--- src/rtl/mem_arb_pkg.sv ---
// Shared encodings for the memory bus arbiter: FSM states, grant owner and bus size codes.
package mem_arb_pkg;

    typedef enum logic [1:0] {
        StIdle = 2'd0,
        StAddr = 2'd1,
        StData = 2'd2
    } arb_state_e;

    typedef enum logic {
        GrantInst = 1'b0,
        GrantData = 1'b1
    } arb_grant_e;

    localparam logic [1:0] SZ_BYTE = 2'd0;
    localparam logic [1:0] SZ_HALF = 2'd1;
    localparam logic [1:0] SZ_WORD = 2'd2;

endpackage

--- src/rtl/mem_arb_perf.sv ---
// Stall and discarded-fetch cycle counters; only built when MEM_BUS_ARBITER_PERF_EN is defined.
module mem_arb_perf (
    input  logic        clk,
    input  logic        rst,
    input  logic        stall_if_i,
    input  logic        stall_mem_i,
    input  logic        discard_i,
    output logic [31:0] perf_if_stall_o,
    output logic [31:0] perf_mem_stall_o,
    output logic [31:0] perf_discard_o
);

    logic [31:0] if_stall_q, mem_stall_q, discard_q;

    // Counters wrap naturally at 2^32.
    always_ff @(posedge clk) begin
        if (rst) begin
            if_stall_q  <= '0;
            mem_stall_q <= '0;
            discard_q   <= '0;
        end else begin
            if (stall_if_i)  if_stall_q  <= if_stall_q + 32'd1;
            if (stall_mem_i) mem_stall_q <= mem_stall_q + 32'd1;
            if (discard_i)   discard_q   <= discard_q + 32'd1;
        end
    end

    assign perf_if_stall_o  = if_stall_q;
    assign perf_mem_stall_o = mem_stall_q;
    assign perf_discard_o   = discard_q;

endmodule

--- src/rtl/mem_bus_arbiter.sv ---
// Arbitrates one SRAM-like bus between fetch (IF) and load/store (MEM); MEM has priority.
// Defining MEM_BUS_ARBITER_PERF_EN adds stall and discarded-fetch performance counters.
module mem_bus_arbiter
    import mem_arb_pkg::*;
#(
    parameter int unsigned ADDR_W = 32,
    parameter int unsigned DATA_W = 32
) (
    input  logic              clk,
    input  logic              rst,
    input  logic              inst_req,
    input  logic [ADDR_W-1:0] inst_addr,
    output logic [DATA_W-1:0] inst_rdata,
    output logic              inst_data_ok,
    input  logic              data_req,
    input  logic              data_wr,
    input  logic [1:0]        data_size,
    input  logic [ADDR_W-1:0] data_addr,
    input  logic [DATA_W-1:0] data_wdata,
    output logic [DATA_W-1:0] data_rdata,
    output logic              data_data_ok,
    input  logic              flush,
    output logic              bus_req,
    output logic              bus_wr,
    output logic [1:0]        bus_size,
    output logic [ADDR_W-1:0] bus_addr,
    output logic [DATA_W-1:0] bus_wdata,
    input  logic              bus_addr_ok,
    input  logic              bus_data_ok,
    input  logic [DATA_W-1:0] bus_rdata,
    output logic              stallreq_from_if,
    output logic              stallreq_from_mem
`ifdef MEM_BUS_ARBITER_PERF_EN
    ,
    output logic [31:0]       perf_if_stall,
    output logic [31:0]       perf_mem_stall,
    output logic [31:0]       perf_discard
`endif
);

    arb_state_e        state_q, state_d;
    arb_grant_e        grant_q, grant_d;
    logic              discard_q, discard_d;
    logic              wr_q, wr_d;
    logic [1:0]        size_q, size_d;
    logic [ADDR_W-1:0] addr_q, addr_d;
    logic [DATA_W-1:0] wdata_q, wdata_d;
    logic              xfer_done;

    always_ff @(posedge clk) begin
        if (rst) begin
            state_q   <= StIdle;
            grant_q   <= GrantInst;
            discard_q <= 1'b0;
            wr_q      <= 1'b0;
            size_q    <= '0;
            addr_q    <= '0;
            wdata_q   <= '0;
        end else begin
            state_q   <= state_d;
            grant_q   <= grant_d;
            discard_q <= discard_d;
            wr_q      <= wr_d;
            size_q    <= size_d;
            addr_q    <= addr_d;
            wdata_q   <= wdata_d;
        end
    end

    always_comb begin
        state_d   = state_q;
        grant_d   = grant_q;
        discard_d = discard_q;
        wr_d      = wr_q;
        size_d    = size_q;
        addr_d    = addr_q;
        wdata_d   = wdata_q;
        case (state_q)
            StIdle: begin
                if (data_req) begin
                    grant_d = GrantData;
                    wr_d    = data_wr;
                    size_d  = data_size;
                    addr_d  = data_addr;
                    wdata_d = data_wdata;
                    state_d = StAddr;
                end else if (inst_req) begin
                    grant_d = GrantInst;
                    wr_d    = 1'b0;
                    size_d  = SZ_WORD;
                    addr_d  = inst_addr;
                    wdata_d = '0;
                    state_d = StAddr;
                end
            end
            StAddr: begin
                if (flush && grant_q == GrantInst) discard_d = 1'b1;
                if (bus_addr_ok) state_d = StData;
            end
            StData: begin
                if (flush && grant_q == GrantInst) discard_d = 1'b1;
                if (bus_data_ok) begin
                    state_d   = StIdle;
                    discard_d = 1'b0;
                end
            end
            default: state_d = StIdle;
        endcase
    end

    assign xfer_done = (state_q == StData) && bus_data_ok;

    // A flush landing on the completion cycle still kills the fetch response.
    assign inst_data_ok = xfer_done && (grant_q == GrantInst) && !discard_q && !flush;
    assign data_data_ok = xfer_done && (grant_q == GrantData);
    assign inst_rdata   = inst_data_ok ? bus_rdata : '0;
    assign data_rdata   = data_data_ok ? bus_rdata : '0;

    assign bus_req   = (state_q == StAddr);
    assign bus_wr    = wr_q;
    assign bus_size  = size_q;
    assign bus_addr  = addr_q;
    assign bus_wdata = wdata_q;

    assign stallreq_from_if  = inst_req & ~inst_data_ok;
    assign stallreq_from_mem = data_req & ~data_data_ok;

`ifdef MEM_BUS_ARBITER_PERF_EN
    logic fetch_dropped;
    assign fetch_dropped = xfer_done && (grant_q == GrantInst) && (discard_q || flush);

    mem_arb_perf u_perf (
        .clk              (clk),
        .rst              (rst),
        .stall_if_i       (stallreq_from_if),
        .stall_mem_i      (stallreq_from_mem),
        .discard_i        (fetch_dropped),
        .perf_if_stall_o  (perf_if_stall),
        .perf_mem_stall_o (perf_mem_stall),
        .perf_discard_o   (perf_discard)
    );
`endif

endmodule

--- config.mk ---
export PLATFORM = sky130hd
export DESIGN_NAME = mem_bus_arbiter
export DESIGN_NICKNAME = d
export VERILOG_FILES = /design/src/rtl/mem_arb_pkg.sv /design/src/rtl/mem_arb_perf.sv /design/src/rtl/mem_bus_arbiter.sv
export SDC_FILE = /design/constraint.sdc
export NUM_CORES = 1
export LEC_CHECK = 0
export ABC_AREA = 1
export BUFFER_PORTS_ARGS = -buffer_cell sky130_fd_sc_hd__buf_2
export CORE_AREA = 2 2 105 107
export CTS_BUF_LIST = sky130_fd_sc_hd__clkbuf_4
export CTS_CLUSTER_SIZE = 40
export DETAILED_ROUTE_END_ITERATION = 10
export DIE_AREA = 0 0 107 109
export PLACE_DENSITY = 0.8
export REMOVE_ABC_BUFFERS = 1
export SLEW_MARGIN = 20
export SYNTH_ARGS = -nofsm -noshare
export SYNTH_HDL_FRONTEND = slang
export SYNTH_SLANG_ARGS = --single-unit
--- constraint.sdc ---
create_clock -name clk -period 1.8 [get_ports clk]
set_input_delay 0.18 -clock clk [delete_from_list [all_inputs] [get_ports clk]]
set_output_delay 0.18 -clock clk [all_outputs]
set_load 0.03 [all_outputs]
# After elaboration in Yosys (flattened, before gate mapping)
# Index checks and enable logic that the tools add are counted.
# Widths: inputs -> output; s select.
# word_totals
word_cells	49
register_bits	71
out_inout_bits	136
# op_classes
muxes	19
bitwise	5
n_reduce_logical	13
n_eq_ne	5
# ops
cell	n
$mux 32	6
$mux 2	6
$logic_and 1x1->1	6
$pmux 2 s3	1
$mux 1	5
$reduce_bool 2->1	2
$ne 3x3->1 const B	1
$not 1->1	3
$reduce_and 3->1	1
$and 1x1->1	2
$eq 2x1->1 const B	1
$eq 2x2->1 const B	1
$logic_not 1->1	2
$logic_not 2->1	1
$ne 2x1->1 const B	1
$ne 2x2->1 const B	1
$pmux 1 s2	1
$reduce_and 2->1	1

# Longest topological paths before layout
# depth
depth_word	7
mapped_depth	9

# Worst setup path before layout
# Ideal clock, no wire load.
# synth_path
path_kind	reg-to-output
start	reg state_q[0]
end	out data_rdata[10]
n_path_buf	1
path_stages_with_launch	8
arrival_time_ns	1.899
required_ns	1.620
path_slack_ns	-0.279
cell_sequence	dfxtp_1 inv_1 ha_1 nand2_1 nor2_1 inv_1 buf_1 nor2_1
# synth_via
elab_chain_cells	4
# synth_lines
element	line_no	rtl
start, declared	mem_bus_arbiter.sv:41	arb_state_e state_q, state_d;
start signal, assigned	mem_bus_arbiter.sv:52	state_q <= StIdle;
start signal, assigned	mem_bus_arbiter.sv:60	state_q <= state_d;
$eq 2x2->1	mem_bus_arbiter.sv:111	assign xfer_done = (state_q == StData) && bus_data_ok;
$logic_and 1x1->1	mem_bus_arbiter.sv:111	
$logic_and 1x1->1	mem_bus_arbiter.sv:115	assign data_data_ok = xfer_done && (grant_q == GrantData);
net data_data_ok	mem_bus_arbiter.sv:21	output logic data_data_ok,
$mux 32	mem_bus_arbiter.sv:117	assign data_rdata = data_data_ok ? bus_rdata : '0;
end, declared	mem_bus_arbiter.sv:20	output logic [DATA_W-1:0] data_rdata,
# The timed path passes the listed nets, and every way through them passes these cells.

# Final worst setup path
# layout_path
start	reg state_q[0]
end	out inst_rdata[20]
# layout_via
elab_chain_cells	6
# layout_lines
element	line_no	rtl
$eq 2x2->1	mem_bus_arbiter.sv:111	
$logic_and 1x1->1	mem_bus_arbiter.sv:111	
$logic_and 1x1->1 (3 in series)	mem_bus_arbiter.sv:114	assign inst_data_ok = xfer_done && (grant_q == GrantInst) && !discard_q && !flush;
$mux 32	mem_bus_arbiter.sv:116	assign inst_rdata = inst_data_ok ? bus_rdata : '0;
end, declared	mem_bus_arbiter.sv:13	output logic [DATA_W-1:0] inst_rdata,
# No other way between the ends.

==> results.md <==
* Status: finished, violations left
* Failing checks: negative setup slack
* Avg WL per Cell at about 14 um
* H-tree Lvls at 3
* RSZ-0062 raised after global routing: yes
* Most instantiated cells after synthesis: nor2_1 (136), nand2_1 (80), inv_1 (75)
* DR top layer: met4
* Final RePlAce weighted congestion at 0.810
* Final worst setup slack at -0.169 ns
* Slew @ Worst Pin at roughly 0.42 ns
* Placed Area at 5090 um^2
* FF-to-FF setup slack at ~0.14 ns
* Post-synthesis cell area at between 3000 and 4000 um^2
* Maxcap violations at 0
* First-pass GRT wire length at slightly above 20 mm
* Clk sinks at 71
* Max clock buf depth at 2
* Met3 wire len at about 1.0 mm
* FF-to-FF End: bus_wdata[10]
* Final number of max-transition violations at 0
* Top Family by Delay on Critical Path: buffers and inverters
* Worst-Skew Late Latency at just over 0.4 ns
* Area contributors post-synth: dfxtp_1 (39%), nor2_1 (14%), nand2_1 (8.2%)
* Vias in the first global route at roughly 4.1k
* Crit. path cell count at 9
* Post-synth EDFFs at 0
* WP buf/inv at 4
* WHS Endpoint: bus_wr
* Ant diodes at 0
* CP endpoint kind: output pin
* Cell variety after synth at 21
* Initial antenna violation count at 0
* WP data arrival at roughly 1.8 ns
* Post-route clock skew at ~0.011 ns
* Critical path's slowest cell: dfxtp_2
* R2R cell count at 9
* FF-to-FF Start: state_q[0]
* Ys async rst share at 0%
* Largest net degree at the start of global routing at 53
* Grt ovf at 0
* Synthesized area per cell at ~6.7 um^2
* # IOs at between 200 and 300
* Hold WC Path Type: input pin to register
* Cell count of the worst hold path at 3
* Post-synthesis cell count at between 500 and 600
* Post-synth top area cell: dfxtp_1
* Max_slew headroom at around 72%
* YS warnings at 0
* Worst setup SP type: register
* DR iter-0 viols at ~200
* Min-delay src: data_wr
* Main synth FF type: dfxtp_1
* # DRC at 0
* Fmax at 0.508 GHz
* Synth top area share at approximately 39%
* Power density cells at approximately 900 nW/um^2
* Inst Count DP at slightly above 900
* CTS clk-pin slew, worst paths at roughly 0.12 ns
* Synthesized flop and latch total at 71
* TritonCTS Buffers at 9
* CTS tree: yes
* Max rail drop VDD at between 0.5 and 0.6 mV
* Total GRT Usage at a little under a quarter
* Leak at approximately 3.3 nW
* Fin crit period at a little under 2 ns
* ANT nets after route at 0
* Die X-Extent at ~110 um
* Wl on met1 at between 5 and 6 mm
* Worst-path maximum fanout at 8
* DP Worst Slack at about 0.19 ns
* Critical-path cell list: inv_2, ha_4, nand2_4, nor2_4, nand2_4, buf_12, buf_16, nor2_4, buf_6
* FP Rows at 38
* Tcrit/Tclk final at 109%
* Pre-antenna DRT Iters at 4
* Fin nets at a little under 1k
* Fin cells at 989
* Final Setup Violations at 66
* Worst path required time at approximately 1.6 ns
* Sequential element share of the synthesized area at between 30% and 40%
* Total power at 5.69 mW
* Detailed-route via count at 4,445
* Initial Util at about 34%
* Clock root buffer: clkbuf_4
* Final hold violation count at 0
* Count leader, synth: nor2_1
* Share of layout cells above drive strength 1 at 49.1%
* Met2 WL post-DR at ~7.5 mm
* CP max stage delay at between 0.3 and 0.4 ns
* Dpl hpwl at between 9 and 10 mm
* Vias per Instance at between 4 and 5
* Post-route cell area at 6310 um^2
* Routed WL at 14.1 mm
* Core Area at between 10,000 and 15,000 um^2
* Die H at ~110 um
* Critical path class: register to output pin
* I/O Buffers at ~270
* Die footprint at 11,700 um^2
* Area Overhead vs Synth at 73.0%
==> metrics by stage <==
| step | util (%) | TNS (ns) | hold WS [ns] |
|---|---|---|---|
| 2_1_floorplan | - | -16.98 | 0.242 |
| 3_3_place_gp | 48.0 | 0 | 0.435 |
| 3_5_place_dp | 48.0 | 0 | 0.441 |
| 4_1_cts | 58.2 | -6.57 | 0.000723 |
| 5_1_grt | 59.5 | -12.90 | 0.0138 |
| 6_report | 59.5 | -5.38 | 0.0443 |
==> worst register-to-register path: cells and delay by family, from the launching register on <==
family | cells | cell delay [ns]
buffers and inverters | 5 | 0.66
flip-flops | 1 | 0.35
adder cells (fa/ha/maj) | 1 | 0.24
AND/OR/NAND/NOR | 2 | 0.21
AO/OA/AOI/OAI | 1 | 0.14
==> power by group <==
part | switching, mW | internal (mW) | total (mW)
clock network | 0.556 | 0.444 | 1.00
registers | 0.148 | 1.88 | 2.03
logic | 1.78 | 0.877 | 2.66
==> worst max path at each step <==
stage,from,end
detailed placement,state_q[0],inst_rdata[6]
floorplan,state_q[0],stallreq_from_if
global placement,state_q[0],inst_rdata[6]
global route,state_q[0],inst_rdata[20]
CTS,state_q[0],inst_rdata[15]
finish,state_q[0],inst_rdata[20]
==> cells by family (layout without fill, tap and decap cells) <==
family / count (synthesis) / count (layout) / synth area share (%)
AND/OR/NAND/NOR: 252 / 252 / 28.8
buffers and inverters: 111 / 419 / 13.6
flip-flops: 71 / 71 / 39.0
adder cells (fa/ha/maj): 4 / 4 / 1.37
AO/OA/AOI/OAI: 103 / 103 / 17.2
==> cells in the final DEF (no fill, tap or decap), types with 31 or more instances in the layout <==
master	count
nand2_2	31
buf_6	38
dfxtp_1	69
nor2_4	33
dlygate4sd3_1	35
buf_4	37
nand2_1	78
nor2_1	97
o21ai_0	57
buf_2	208
inv_1	73
==> per-layer routing <==
layer	up-vias	track usage, %
met1	1977	22.8
met5	-	0
li1	2239	-
met3	33	7.05
met4	0	11.0
met2	196	42.0
==> state kept, by name (all words and copies together) (netlist names) <==
register	cells
bus_addr	32
bus_wdata	32
bus_size	2
state_q	2
bus_wr	1
discard_q	1
grant_q	1
==> cell type report <==
cell class / count / area [um^2]
clock buffers: 11 / 82.6
clock inverters: 4 / 47.5
fillers: 927 / 4290
inverters: 78 / 298
multi-input cells: 359 / 2010
flip-flops and latches: 71 / 1420
well taps: 140 / 175
repair buffers: 326 / 2270
==> what timing repair did <==
item,in CTS,in global routing
buffers inserted,5,1
gates resized for setup,150,40
pin swaps,2,3
hold buffers,35,0
cloned,3,0
endpoints found under the hold margin,34,0
endpoints found under the setup margin,67,67
Power figures use the tool's default switching activity.
